===== src/rtl/mlp_pkg.sv =====
// Shared types and defaults for the MLP weight loader: weight type, loader FSM states, error codes.
package mlp_pkg;

    localparam int N_WEIGHTS_DEF = 9;
    localparam int W_WIDTH_DEF   = 4;

    typedef logic [W_WIDTH_DEF-1:0] weight_t;

    typedef enum logic [2:0] {
        ST_IDLE   = 3'd0,
        ST_FILL   = 3'd1,
        ST_CHECK  = 3'd2,
        ST_COMMIT = 3'd3,
        ST_DRAIN  = 3'd4
    } loader_state_e;

    typedef enum logic [1:0] {
        ERR_NONE  = 2'b00,
        ERR_SHORT = 2'b01,
        ERR_LONG  = 2'b10,
        ERR_CSUM  = 2'b11
    } err_code_e;

endpackage


===== src/rtl/mlp_weight_bank.sv =====
// Double-buffered weight storage: a shadow bank written word by word and an active bank
// that takes the whole shadow bank in one cycle on commit.
module mlp_weight_bank #(
    parameter int N_WEIGHTS = 9,
    parameter int W_WIDTH   = 4,
    parameter int IDX_W     = 4
) (
    input  logic               clk,
    input  logic               rst_n,
    input  logic [IDX_W-1:0]   wr_idx,
    input  logic [W_WIDTH-1:0] wr_data,
    input  logic               wr_en,
    input  logic               commit,
    output logic [W_WIDTH-1:0] w [N_WEIGHTS-1:0]
);

    logic [W_WIDTH-1:0] shadow_r [N_WEIGHTS-1:0];

    // Shadow bank: written one word per accepted stream beat
    always_ff @(posedge clk or negedge rst_n) begin
        if (!rst_n) begin
            for (int i = 0; i < N_WEIGHTS; i++) begin
                shadow_r[i] <= {W_WIDTH{1'b0}};
            end
        end else if (wr_en && (wr_idx < IDX_W'(N_WEIGHTS))) begin
            shadow_r[wr_idx] <= wr_data;
        end
    end

    // Active bank: atomic copy of the shadow bank, otherwise held indefinitely
    always_ff @(posedge clk or negedge rst_n) begin
        if (!rst_n) begin
            for (int i = 0; i < N_WEIGHTS; i++) begin
                w[i] <= {W_WIDTH{1'b0}};
            end
        end else if (commit) begin
            for (int i = 0; i < N_WEIGHTS; i++) begin
                w[i] <= shadow_r[i];
            end
        end
    end

endmodule


===== src/rtl/mlp_weight_loader.sv =====
// Stream-to-parallel MLP weight loader with frame length checking and atomic commit.
// Optional feature macro MLP_WLOAD_CHECKSUM_EN: frame carries a trailing checksum word.
module mlp_weight_loader
    import mlp_pkg::*;
#(
    parameter int N_WEIGHTS = N_WEIGHTS_DEF,
    parameter int W_WIDTH   = W_WIDTH_DEF
) (
    input  logic               clk,
    input  logic               rst_n,
    input  logic               s_valid,
    output logic               s_ready,
    input  logic [W_WIDTH-1:0] s_data,
    input  logic               s_last,
    output logic [W_WIDTH-1:0] w [N_WEIGHTS-1:0],
    output logic               w_valid,
    output logic               w_update,
    output logic               err,
    output logic [1:0]         err_code
);

`ifdef MLP_WLOAD_CHECKSUM_EN
    localparam int FRAME_LEN = N_WEIGHTS + 1;
`else
    localparam int FRAME_LEN = N_WEIGHTS;
`endif
    localparam int IDX_W = $clog2(FRAME_LEN + 1);

    loader_state_e      state_r;
    loader_state_e      state_next_s;
    logic [IDX_W-1:0]   idx_r;
    logic [W_WIDTH-1:0] sum_r;
    logic [W_WIDTH-1:0] chk_r;
    logic               accept_s;
    logic               frame_end_s;
    logic               shadow_we_s;
    logic               commit_s;
    logic               err_set_s;
    err_code_e          err_code_set_s;

    assign accept_s    = s_valid & s_ready;
    assign frame_end_s = (idx_r == IDX_W'(FRAME_LEN - 1));

    mlp_weight_bank #(
        .N_WEIGHTS (N_WEIGHTS),
        .W_WIDTH   (W_WIDTH),
        .IDX_W     (IDX_W)
    ) u_bank (
        .clk     (clk),
        .rst_n   (rst_n),
        .wr_idx  (idx_r),
        .wr_data (s_data),
        .wr_en   (shadow_we_s),
        .commit  (commit_s),
        .w       (w)
    );

    // FSM state register
    always_ff @(posedge clk or negedge rst_n) begin
        if (!rst_n) begin
            state_r <= ST_IDLE;
        end else begin
            state_r <= state_next_s;
        end
    end

    // FSM next state and per-cycle control strobes
    always_comb begin
        state_next_s   = state_r;
        shadow_we_s    = 1'b0;
        commit_s       = 1'b0;
        err_set_s      = 1'b0;
        err_code_set_s = ERR_NONE;
        case (state_r)
            ST_IDLE: begin
                if (accept_s) begin
                    shadow_we_s = 1'b1;
                    if (s_last) begin
                        err_set_s      = 1'b1;
                        err_code_set_s = ERR_SHORT;
                        state_next_s   = ST_IDLE;
                    end else begin
                        state_next_s = ST_FILL;
                    end
                end else begin
                    state_next_s = ST_IDLE;
                end
            end
            ST_FILL: begin
                if (accept_s) begin
                    // the checksum word (index N_WEIGHTS) never lands in the shadow bank
                    shadow_we_s = (idx_r < IDX_W'(N_WEIGHTS));
                    if (frame_end_s) begin
                        if (s_last) begin
`ifdef MLP_WLOAD_CHECKSUM_EN
                            state_next_s = ST_CHECK;
`else
                            state_next_s = ST_COMMIT;
`endif
                        end else begin
                            err_set_s      = 1'b1;
                            err_code_set_s = ERR_LONG;
                            state_next_s   = ST_DRAIN;
                        end
                    end else if (s_last) begin
                        err_set_s      = 1'b1;
                        err_code_set_s = ERR_SHORT;
                        state_next_s   = ST_IDLE;
                    end else begin
                        state_next_s = ST_FILL;
                    end
                end else begin
                    state_next_s = ST_FILL;
                end
            end
            ST_CHECK: begin
                if (sum_r == chk_r) begin
                    state_next_s = ST_COMMIT;
                end else begin
                    err_set_s      = 1'b1;
                    err_code_set_s = ERR_CSUM;
                    state_next_s   = ST_IDLE;
                end
            end
            ST_COMMIT: begin
                commit_s     = 1'b1;
                state_next_s = ST_IDLE;
            end
            ST_DRAIN: begin
                if (accept_s && s_last) begin
                    state_next_s = ST_IDLE;
                end else begin
                    state_next_s = ST_DRAIN;
                end
            end
            default: begin
                state_next_s = ST_IDLE;
            end
        endcase
    end

    // Datapath registers: word index, running checksum, registered handshake and status outputs
    always_ff @(posedge clk or negedge rst_n) begin
        if (!rst_n) begin
            idx_r    <= {IDX_W{1'b0}};
            sum_r    <= {W_WIDTH{1'b0}};
            chk_r    <= {W_WIDTH{1'b0}};
            s_ready  <= 1'b0;
            w_valid  <= 1'b0;
            w_update <= 1'b0;
            err      <= 1'b0;
            err_code <= ERR_NONE;
        end else begin
            s_ready  <= (state_next_s != ST_CHECK) && (state_next_s != ST_COMMIT);
            w_update <= commit_s;
            err      <= err_set_s;
            if (err_set_s) begin
                err_code <= err_code_set_s;
            end
            if (commit_s) begin
                w_valid <= 1'b1;
            end
            if (state_next_s != ST_FILL) begin
                idx_r <= {IDX_W{1'b0}};
            end else if (accept_s) begin
                idx_r <= idx_r + {{(IDX_W-1){1'b0}}, 1'b1};
            end
            if (shadow_we_s) begin
                sum_r <= (state_r == ST_IDLE) ? s_data : (sum_r + s_data);
            end
            if (accept_s && (state_r == ST_FILL) && (idx_r == IDX_W'(N_WEIGHTS))) begin
                chk_r <= s_data;
            end
        end
    end

endmodule


===== config.mk =====
export PLATFORM = sky130hd
export DESIGN_NAME = mlp_weight_loader
export DESIGN_NICKNAME = d
export VERILOG_FILES = /design/src/rtl/mlp_pkg.sv /design/src/rtl/mlp_weight_bank.sv /design/src/rtl/mlp_weight_loader.sv
export SDC_FILE = /design/constraint.sdc
export NUM_CORES = 1
export LEC_CHECK = 0
export ABC_CLOCK_PERIOD_IN_PS = 2300
export BUFFER_PORTS_ARGS = -buffer_cell sky130_fd_sc_hd__buf_2
export CAP_MARGIN = 25
export CORE_ASPECT_RATIO = 0.7
export CORE_UTILIZATION = 55
export CTS_BUF_LIST = sky130_fd_sc_hd__clkbuf_16
export CTS_CLUSTER_SIZE = 10
export DETAILED_ROUTE_END_ITERATION = 10
export PLACE_DENSITY = 0.76
export SLEW_MARGIN = 20
export SYNTH_ARGS = -nofsm -noshare
export SYNTH_HDL_FRONTEND = slang
export SYNTH_SLANG_ARGS = --single-unit
export TNS_END_PERCENT = 20

===== constraint.sdc =====
create_clock -name clk -period 2.3 [get_ports clk]
set_input_delay 0.115 -clock clk [delete_from_list [all_inputs] [get_ports clk]]
set_output_delay 0.115 -clock clk [all_outputs]
set_load 0.01 [all_outputs]

==> impl_summary.md, run 1 <==
Setup path
The startpoint identified for the worst register-to-register timing path is idx_r[0]. The worst setup path is of the flop to flop kind. The worst register-to-register path ends at idx_r[2]. The worst register-to-register path has a depth of 8. In this run the worst path has a maximum fanout of 5. The kind of launch point of the worst setup path is a flop.

The reg2reg setup slack is 0.35 ns. The cell occurring most often along the worst timing path is sky130_fd_sc_hd__ha_1. Data arrives at the worst endpoint at 2.14 ns.

The critical path data required time is 2.49 ns. The critical path goes through inv_1 -> ha_1 -> nand2_1 -> ha_1 -> nand3b_1 -> a32o_1 -> nand3_1 -> nor3_1. The type of element capturing the critical path is a flop.

For this design, the slowest cell found on the critical path is sky130_fd_sc_hd__dfrtp_1. On the worst path, the slowest cell contributes a delay of 0.41 ns. The worst setup path startpoint is idx_r[0].

Timing
The total count of max-transition violations in the final report was 0. The total negative setup slack is 0 ns. For the final database, setup skew stands at 0.00579 ns. Setup violations remaining at the end of the flow were counted as 0. The number of hold violations in the final report was 0. The maximum clock frequency is 514 MHz. Setup slack closes at 0.353 ns. The headroom to the max-slew limit is 0.573. Setup repair after global routing left no endpoint under its margin.

The part of the cycle the worst path needs is 0.847. After layout, the minimum clock period comes to 1.95 ns. For the pin with the worst max-slew slack, the measured transition is 0.640 ns.

Min path
The worst hold path cell count is 3. The hold path startpoint is s_data[3]. The endpoint of the worst hold path is chk_r[3].

The type of the worst min-delay path is input pin to flop.

Power and ir drop
The analysis attributes to net switching a power of 0.000916 W. The total power divided by cell area is 815 nW/um^2. The reported leakage power is 2.49 nW. Of the total power, registers draw 0.508.

The share of total power dissipated in the clock network is 0.378. The worst-case IR drop observed on VDD is 503 uV. Of the total power, combinational logic draws 0.113.

The switching share of power is 0.243. Cell internal power was estimated by the tool at 0.00284 W.

Yosys
Synthesis handed over a netlist of 360 instances. After synthesis, the share of flip-flops with an asynchronous set or reset is 1.00. The post-synth net total is 378.

The total number of yosys warnings is 0. The number of synthesized register bits is 93. Yosys mapped a number of flops with a built-in enable equal to 0.

The combined area of all synthesized cells is 3970 sq um. The number of library cell types mapped by synthesis is 42. A synthesized cell averages 11.0 sq um. The share of the Yosys chip area taken by registers is 0.586.

In the synthesized netlist the dominant register cell turns out to be sky130_fd_sc_hd__dfrtp_1.

Cells and area
The net count reported at finish is 428. The final instance area is 4610 sq um. In the final layout, the share of cells above drive strength 1 is 0.267.

The count of filler cells inserted in the layout is 555. The repair_antennas step left the layout with diodes totalling 0. The area growth from synthesis to layout is 16.1%.

Clock network
The TritonCTS buffer count is 9. The master cell of the clock root buffer is sky130_fd_sc_hd__clkbuf_16. The post-cts gate resize count is 0. The clock sink count is 93. TritonCTS built the clock tree. The latest clock arrival within the worst-skew pair is 0.33 ns. The H-tree was split into 3 levels.

The number of buffers on the longest clock path is 2. The post-CTS clock slew at the launch and capture registers of the worst setup and hold paths is 0.06 ns.

Place
In this run the tool buffered the top-level ports with 49 buffer cells. Timing analysis after detailed placement gives a worst setup slack of 0.384 ns. The cell area after placement is 4310 sq um. The weighted congestion at the end of routability-driven global placement is 0.875. After legalization and detailed placement, the total HPWL measured 5020 um.

Global routing
The via count of the first global-routing pass is 2,556. The wire length of the first global-routing pass is 12,500 um. The global routing met2 resource utilization is 0.348. In the global route stage, met3 resource usage came out at 0.0696.

In this run the most used layer during global routing was met2. The initial antenna violation count is 0. The total track usage is 0.217.

Entering global routing, the biggest net connects 51 pins. The met1 usage is 0.295. The total global routing overflow is 0.

Floorplanning
The initial utilization of the core area, before any placement, comes to 0.577. The vertical die dimension is 73.1 um. The top-level I/O count is 50. The initialized floorplan defines 25 standard-cell rows. The placeable core region is 6880 sq um. The floorplan step defined a die boundary enclosing 7570 sq um. The width of the chip is 104 um.

Routing
The post-detailed-route DRC marker count is 0. The initial detailed-routing violation count is 140. In the final routed layout, each cell accounts on average for 14.7 um. The number of vias in the routed layout is 2,674. Dividing the detail-routed via count by the number of cells gives 5.25. Once detail routing completed, the nets flagged for antenna violations numbered 0. The final layout contains routed wiring with a total length of 7510 um. The first detailed-routing pass took 4 iterations.

Job
The max-cap check violation count is 0.

Outcome
The run finished with clean final reports.
==> how the worst max path moves through the flow <==
stage / end / slack (ns) / cells past startpoint
global route: idx_r[3] / 0.20 / 8
finish: idx_r[2] / 0.35 / 8
floorplan: idx_r[0] / 0.56 / 8
global placement: idx_r[1] / 0.45 / 8
detailed placement: idx_r[0] / 0.38 / 8
CTS: idx_r[2] / 0.36 / 8
==> worst max-delay path, delay by kind of cell (launching register included) <==
family / cells / cell delay (ns)
compound gates: 1 / 0.23
simple gates: 4 / 0.51
buf+inv: 1 / 0.15
fa+ha+maj: 2 / 0.51
flops: 1 / 0.41
==> metal layers <==
metal / wire length, um / up-vias / part of all wire
li1: - / 1299 / -
met1: 3740 / 1318 / 0.50
met2: 3470 / 55 / 0.46
met3: 276 / 2 / 0.037
met4: 13 / 0 / 0.0017
met5: 0 / - / 0
==> layout make-up <==
cell class | count | area (sq um) | area share
timing repair buffer | 52 | 285 | 0.0618
inverter | 7 | 26.3 | 0.00570
clock buffer | 9 | 225 | 0.0488
tap | 94 | 118 | 0.0255
multi-input combinational | 247 | 1570 | 0.340
clock inverter | 7 | 65.1 | 0.0141
sequential | 93 | 2330 | 0.504
==> power groups by stage <==
stage	logic, W	registers, W	clock network, W
global route	0.000480	0.00193	0.00152
detailed placement	0.000424	0.00194	0
finish	0.000426	0.00191	0.00142
floorplan	0.000322	0.00190	0
CTS	0.000430	0.00191	0.00145
global placement	0.000404	0.00193	0
==> state kept, by name (all words and copies together) (netlist names) <==
signal and cells:
err_code 2, chk_r 4, state_r 3, u_bank.w 36, u_bank.shadow_r 36, err 1, w_update 1, idx_r 4
s_ready 1, w_valid 1, sum_r 4
==> cells in the final DEF, fill, tap and decap left out, types with 5 or more instances in the layout <==
cell type | synthesis | final
sky130_fd_sc_hd__ha_1 | 9 | 9
sky130_fd_sc_hd__a21oi_1 | 5 | 5
sky130_fd_sc_hd__nor3_1 | 5 | 5
sky130_fd_sc_hd__mux2_2 | 39 | 39
sky130_fd_sc_hd__nand2_1 | 127 | 127
sky130_fd_sc_hd__nor2_1 | 5 | 5
sky130_fd_sc_hd__dfrtp_1 | 93 | 93
sky130_fd_sc_hd__nand3_1 | 7 | 7
sky130_fd_sc_hd__buf_2 | 3 | 48
sky130_fd_sc_hd__inv_1 | 6 | 6
sky130_fd_sc_hd__xor2_1 | 6 | 6
sky130_fd_sc_hd__clkbuf_16 | 0 | 9
==> through the flow <==
step / utilization / hold slack, ns / cells / total power [W]
after floorplan: - / -0.181 / 360 / 0.00222
after CTS: 0.670 / 0.225 / 509 / 0.00379
after detailed placement: 0.627 / 0.174 / 492 / 0.00236
after global routing: 0.670 / 0.258 / 509 / 0.00394
final: 0.670 / 0.236 / 509 / 0.00376
after global placement: 0.627 / 0.171 / 492 / 0.00233
==> timing repair <==
item / 4_1_cts / 5_1_grt
hold buffers: 1 / 0
buffers inserted: 0 / 0
hold endpoints to repair: 49 / 0
setup endpoints to repair: 0 / 0
==> kinds of logic (layout without fill, tap and decap cells) <==
logic type	count (synthesis)	count (layout)	synth area share
compound gates	19	19	0.0331
xor+xnor	8	8	0.0176
fa+ha+maj	10	10	0.0334
buf+inv	20	75	0.0198
flops	93	93	0.586
mux	41	41	0.116
simple gates	169	169	0.195
==> Yosys cell counts (3+ instances only) <==
cell type / n / area [sq um]
sky130_fd_sc_hd__inv_1: 6 / 22.5
sky130_fd_sc_hd__dfrtp_1: 93 / 2330
sky130_fd_sc_hd__nor2_1: 5 / 18.8
sky130_fd_sc_hd__xor2_1: 6 / 52.6
sky130_fd_sc_hd__nand2b_1: 3 / 18.8
sky130_fd_sc_hd__nand3_1: 7 / 35.0
sky130_fd_sc_hd__nand2_1: 127 / 477
sky130_fd_sc_hd__buf_2: 3 / 15.0
sky130_fd_sc_hd__clkbuf_1: 5 / 18.8
sky130_fd_sc_hd__and2_1: 4 / 25.0
sky130_fd_sc_hd__mux2_2: 39 / 439
sky130_fd_sc_hd__nor3_1: 5 / 25.0
sky130_fd_sc_hd__o21ai_0: 4 / 20.0
sky130_fd_sc_hd__ha_1: 9 / 113
sky130_fd_sc_hd__a211oi_1: 3 / 22.5
sky130_fd_sc_hd__a21oi_1: 5 / 25.0
sky130_fd_sc_hd__buf_1: 5 / 18.8
(Power assumes the default switching activity.)
==> run 2: changes to the inputs <==
ABC_CLOCK_PERIOD_IN_PS = 1800   (was 2300)
clock period = 1.8 ns   (was 2.3 ns; I/O delays follow)
==> run 2 against run 1 <==
Effect of this change:
- the flow now finishes with violations (negative setup slack)
- combinational power is 51% higher
- register-to-register slack worse by 0.37 ns
- clock power is 37% higher
- maximum frequency is 7.0% higher
- setup slack worse by 0.37 ns
- final area is 4.3% higher
- hold slack worse by 0.039 ns
- clock-buffer cell count stayed put
- sequential cell count stayed put
- global-route usage is 2.3 points higher
- die area stayed put
- critical endpoint is now state_r[0]
- largest cell class unchanged
- highest routed layer unchanged
==> impl_summary.md, run 2 (synthesized netlist as in run 1, its figures left out) <==
Min path
For hold timing, the worst endpoint is sum_r[0]. The worst hold path cell count is 4. The worst hold path belongs to the class input pin to flop. The hold path startpoint is s_data[0].

Setup path
The type of element capturing the critical path is a flop. The largest fanout of any net on the critical path is 3. The critical path data required time is 2.02 ns. The critical path goes through inv_2 -> ha_2 -> nand2_2 -> ha_1 -> nand3b_1 -> a32o_2 -> a22o_1. The data arrival at the endpoint of the critical path is 2.04 ns.

The kind of critical path is flop to flop. In this run the number of cells on the critical path is 7. The slowest cell on the critical path is sky130_fd_sc_hd__dfrtp_1. The capture point of the worst reg-to-reg path is state_r[0].

The number of cell instances on the worst register-to-register path is 7. The largest delay contributor family on the critical path is adder cells. The largest single stage delay on the critical path is 0.40 ns.

The launching point of the worst reg2reg path is idx_r[1]. Setup slack on the worst reg-to-reg path comes out at -0.02 ns. The buffering stage count on the worst path with inverters included is 1.

STA classifies the critical path startpoint as a flop.

Global routing
The via count of the first global-routing pass came to 2,709. The total global routing overflow is 0. The first global-routing pass estimated 13,500 um of wire. The largest net degree at the start of global routing is 37. Across every metal layer, demand over resource in global routing totals 0.240.

The initial antenna violation count is 0.

Timing
The least setup slack across all paths after layout is -0.0192 ns. The final setup violation count is 3. The clock arrives with 0.00766 ns of skew.

Setup repair after global routing could not meet its margin everywhere. In the finished design, the share of the clock period the worst path needs comes to 1.01. The total count of max-transition violations in the final report is 0.

Measured against its own limit, the worst slew margin works out to 0.673. Counting I/O delays and the setup requirement, the final critical path takes 1.82 ns. The maximum clock frequency is 550 MHz. Final hold analysis gives a worst-case slack of 0.196 ns. The number of hold violations in the final report was 0. At the pin with the least slew margin, the transition time is 0.491 ns.

Clock network
For the worst-skew pair, the clock arrives at the later sink with an insertion delay of 0.34 ns. The post-CTS clock slew at the launch and capture registers of the worst setup and hold paths is 0.06 ns. The clock sink count is 93. The master cell of the clock root buffer is sky130_fd_sc_hd__clkbuf_16. The H-tree depth reported by CTS is 3. The TritonCTS clock tree is yes.

The longest clock path from root to sink contains 2 buffers. TritonCTS created 9 clock buffers.

Routing
The routed layout has 2,791 vias. The number of nets with antenna violations after detailed routing is 0. Dividing the detail-routed wire length by the instance count gives 16.0 um. The wire length after detailed routing is 8390 um. The initial detailed-routing violation count is 249.

The post-detailed-route DRC marker count is 0. The detail-routed via count per cell is 5.32. The first-pass detailed-route iteration total is 4.

Job
Across the run, the number of max-cap violations was 0.

Floorplanning
The starting density of the core is 0.577. The placeable core region is 6880 sq um. The floorplan die area is 7570 sq um. The top-level I/O count is 50. The die is 73.1 um tall. The number of core rows is 25.

Measured along the x axis, the die boundary spans 104 um.

Power and ir drop
In this run the static leakage power is 2.60 nW. The largest vdd supply drop is 559 uV. For this design the ratio of total power to cell area is 1040 nW/um^2.

Place
The detailed-placement wirelength estimate is 5530 um. The number of buffers inserted by port buffering is 49. The worst slack at placement is -0.0112 ns. Routability-driven placement finished with a final weighted congestion of 0.917.

Outcome
The run finished, with violations left. The checks that failed: negative setup slack.

Cells and area
In the final layout, the share of cells above drive strength 1 is 0.327. The area growth from synthesis to layout is 21.2%. The net count reported at finish is 445. The layout has 515 filler cells. The repair_antennas step left the layout with diodes totalling 0. Leaving out fill and tap cells, the most frequent cell in the layout is sky130_fd_sc_hd__nand2_1. In the final layout, the registers with the most flip-flops are u_bank.shadow_r (36), u_bank.w (36).

Measured on the finished design, the core utilization comes to 0.699. The library cells used most frequently in the layout, excluding fill and tap cells, are sky130_fd_sc_hd__nand2_1, sky130_fd_sc_hd__dfrtp_1, sky130_fd_sc_hd__buf_2, sky130_fd_sc_hd__mux2_2, sky130_fd_sc_hd__buf_4.
-- run 2: cell types whose count changed in the layout (fill, tap and decap cells not counted), moves of 2 or more --
cell                         change
sky130_fd_sc_hd__nor3_2          +2
sky130_fd_sc_hd__and2_2          +4
sky130_fd_sc_hd__and2_1          -2
sky130_fd_sc_hd__and2_0          -2
sky130_fd_sc_hd__inv_2           +2
sky130_fd_sc_hd__buf_4          +17
sky130_fd_sc_hd__nor3_1          -2
sky130_fd_sc_hd__clkinvlp_4      -2
-- run 2: worst min-delay path, stage by stage --
cell and delay [ns]:
sky130_fd_sc_hd__buf_2 0.09, sky130_fd_sc_hd__ha_1 0.12, sky130_fd_sc_hd__mux2i_1 0.05, sky130_fd_sc_hd__o21ai_0 0.15
-- run 2: area by class of cell --
type	count	area (sq um)	area share
clock buffers	9	225	0.0468
clock inverters	6	80.1	0.0166
inverters	7	26.3	0.00546
multi-input cells	247	1620	0.337
flip-flops and latches	93	2330	0.483
well taps	94	118	0.0244
repair buffers	69	413	0.0858
-- run 2: power breakdown --
part / internal (W) / switching (W)
sequential: 0.00230 / 0.000145
combinational: 0.000324 / 0.000318
clock: 0.00120 / 0.000746
-- run 2: metal layers --
layer | GRT usage | part of all wire | wire [um]
met1 | 0.321 | 0.47 | 3930
met3 | 0.0705 | 0.048 | 404
met2 | 0.382 | 0.48 | 3990
met4 | 0.0821 | 0.0080 | 67
met5 | 0 | 0 | 0
-- run 2: how the worst max path moves through the flow --
stage | slack [ns] | from | end
after floorplan | 0.06 | idx_r[0] | idx_r[0]
after global placement | 0.07 | state_r[1] | u_bank.shadow_r[8]
after detailed placement | -0.01 | idx_r[1] | idx_r[1]
after CTS | 0.007 | idx_r[1] | idx_r[1]
after global routing | -0.10 | idx_r[1] | state_r[0]
final | -0.02 | idx_r[1] | state_r[0]
-- run 2: timing repair --
item                       CTS  global route
pin swaps                    0             1
gates resized for setup      3            16
setup endpoints to repair    5            25
hold endpoints to repair    33             0
setup buffers                0             2
hold buffers                 1             0
-- run 2: through the flow --
stage	setup TNS, ns	total power, W	cells	instance area [sq um]
final	-0.0211	0.00503	525	4810
after global routing	-0.920	0.00522	525	4810
after CTS	0	0.00502	523	4740
after detailed placement	-0.0112	0.00307	507	4430
after global placement	0	0.00302	507	4430
after floorplan	0	0.00284	360	3970
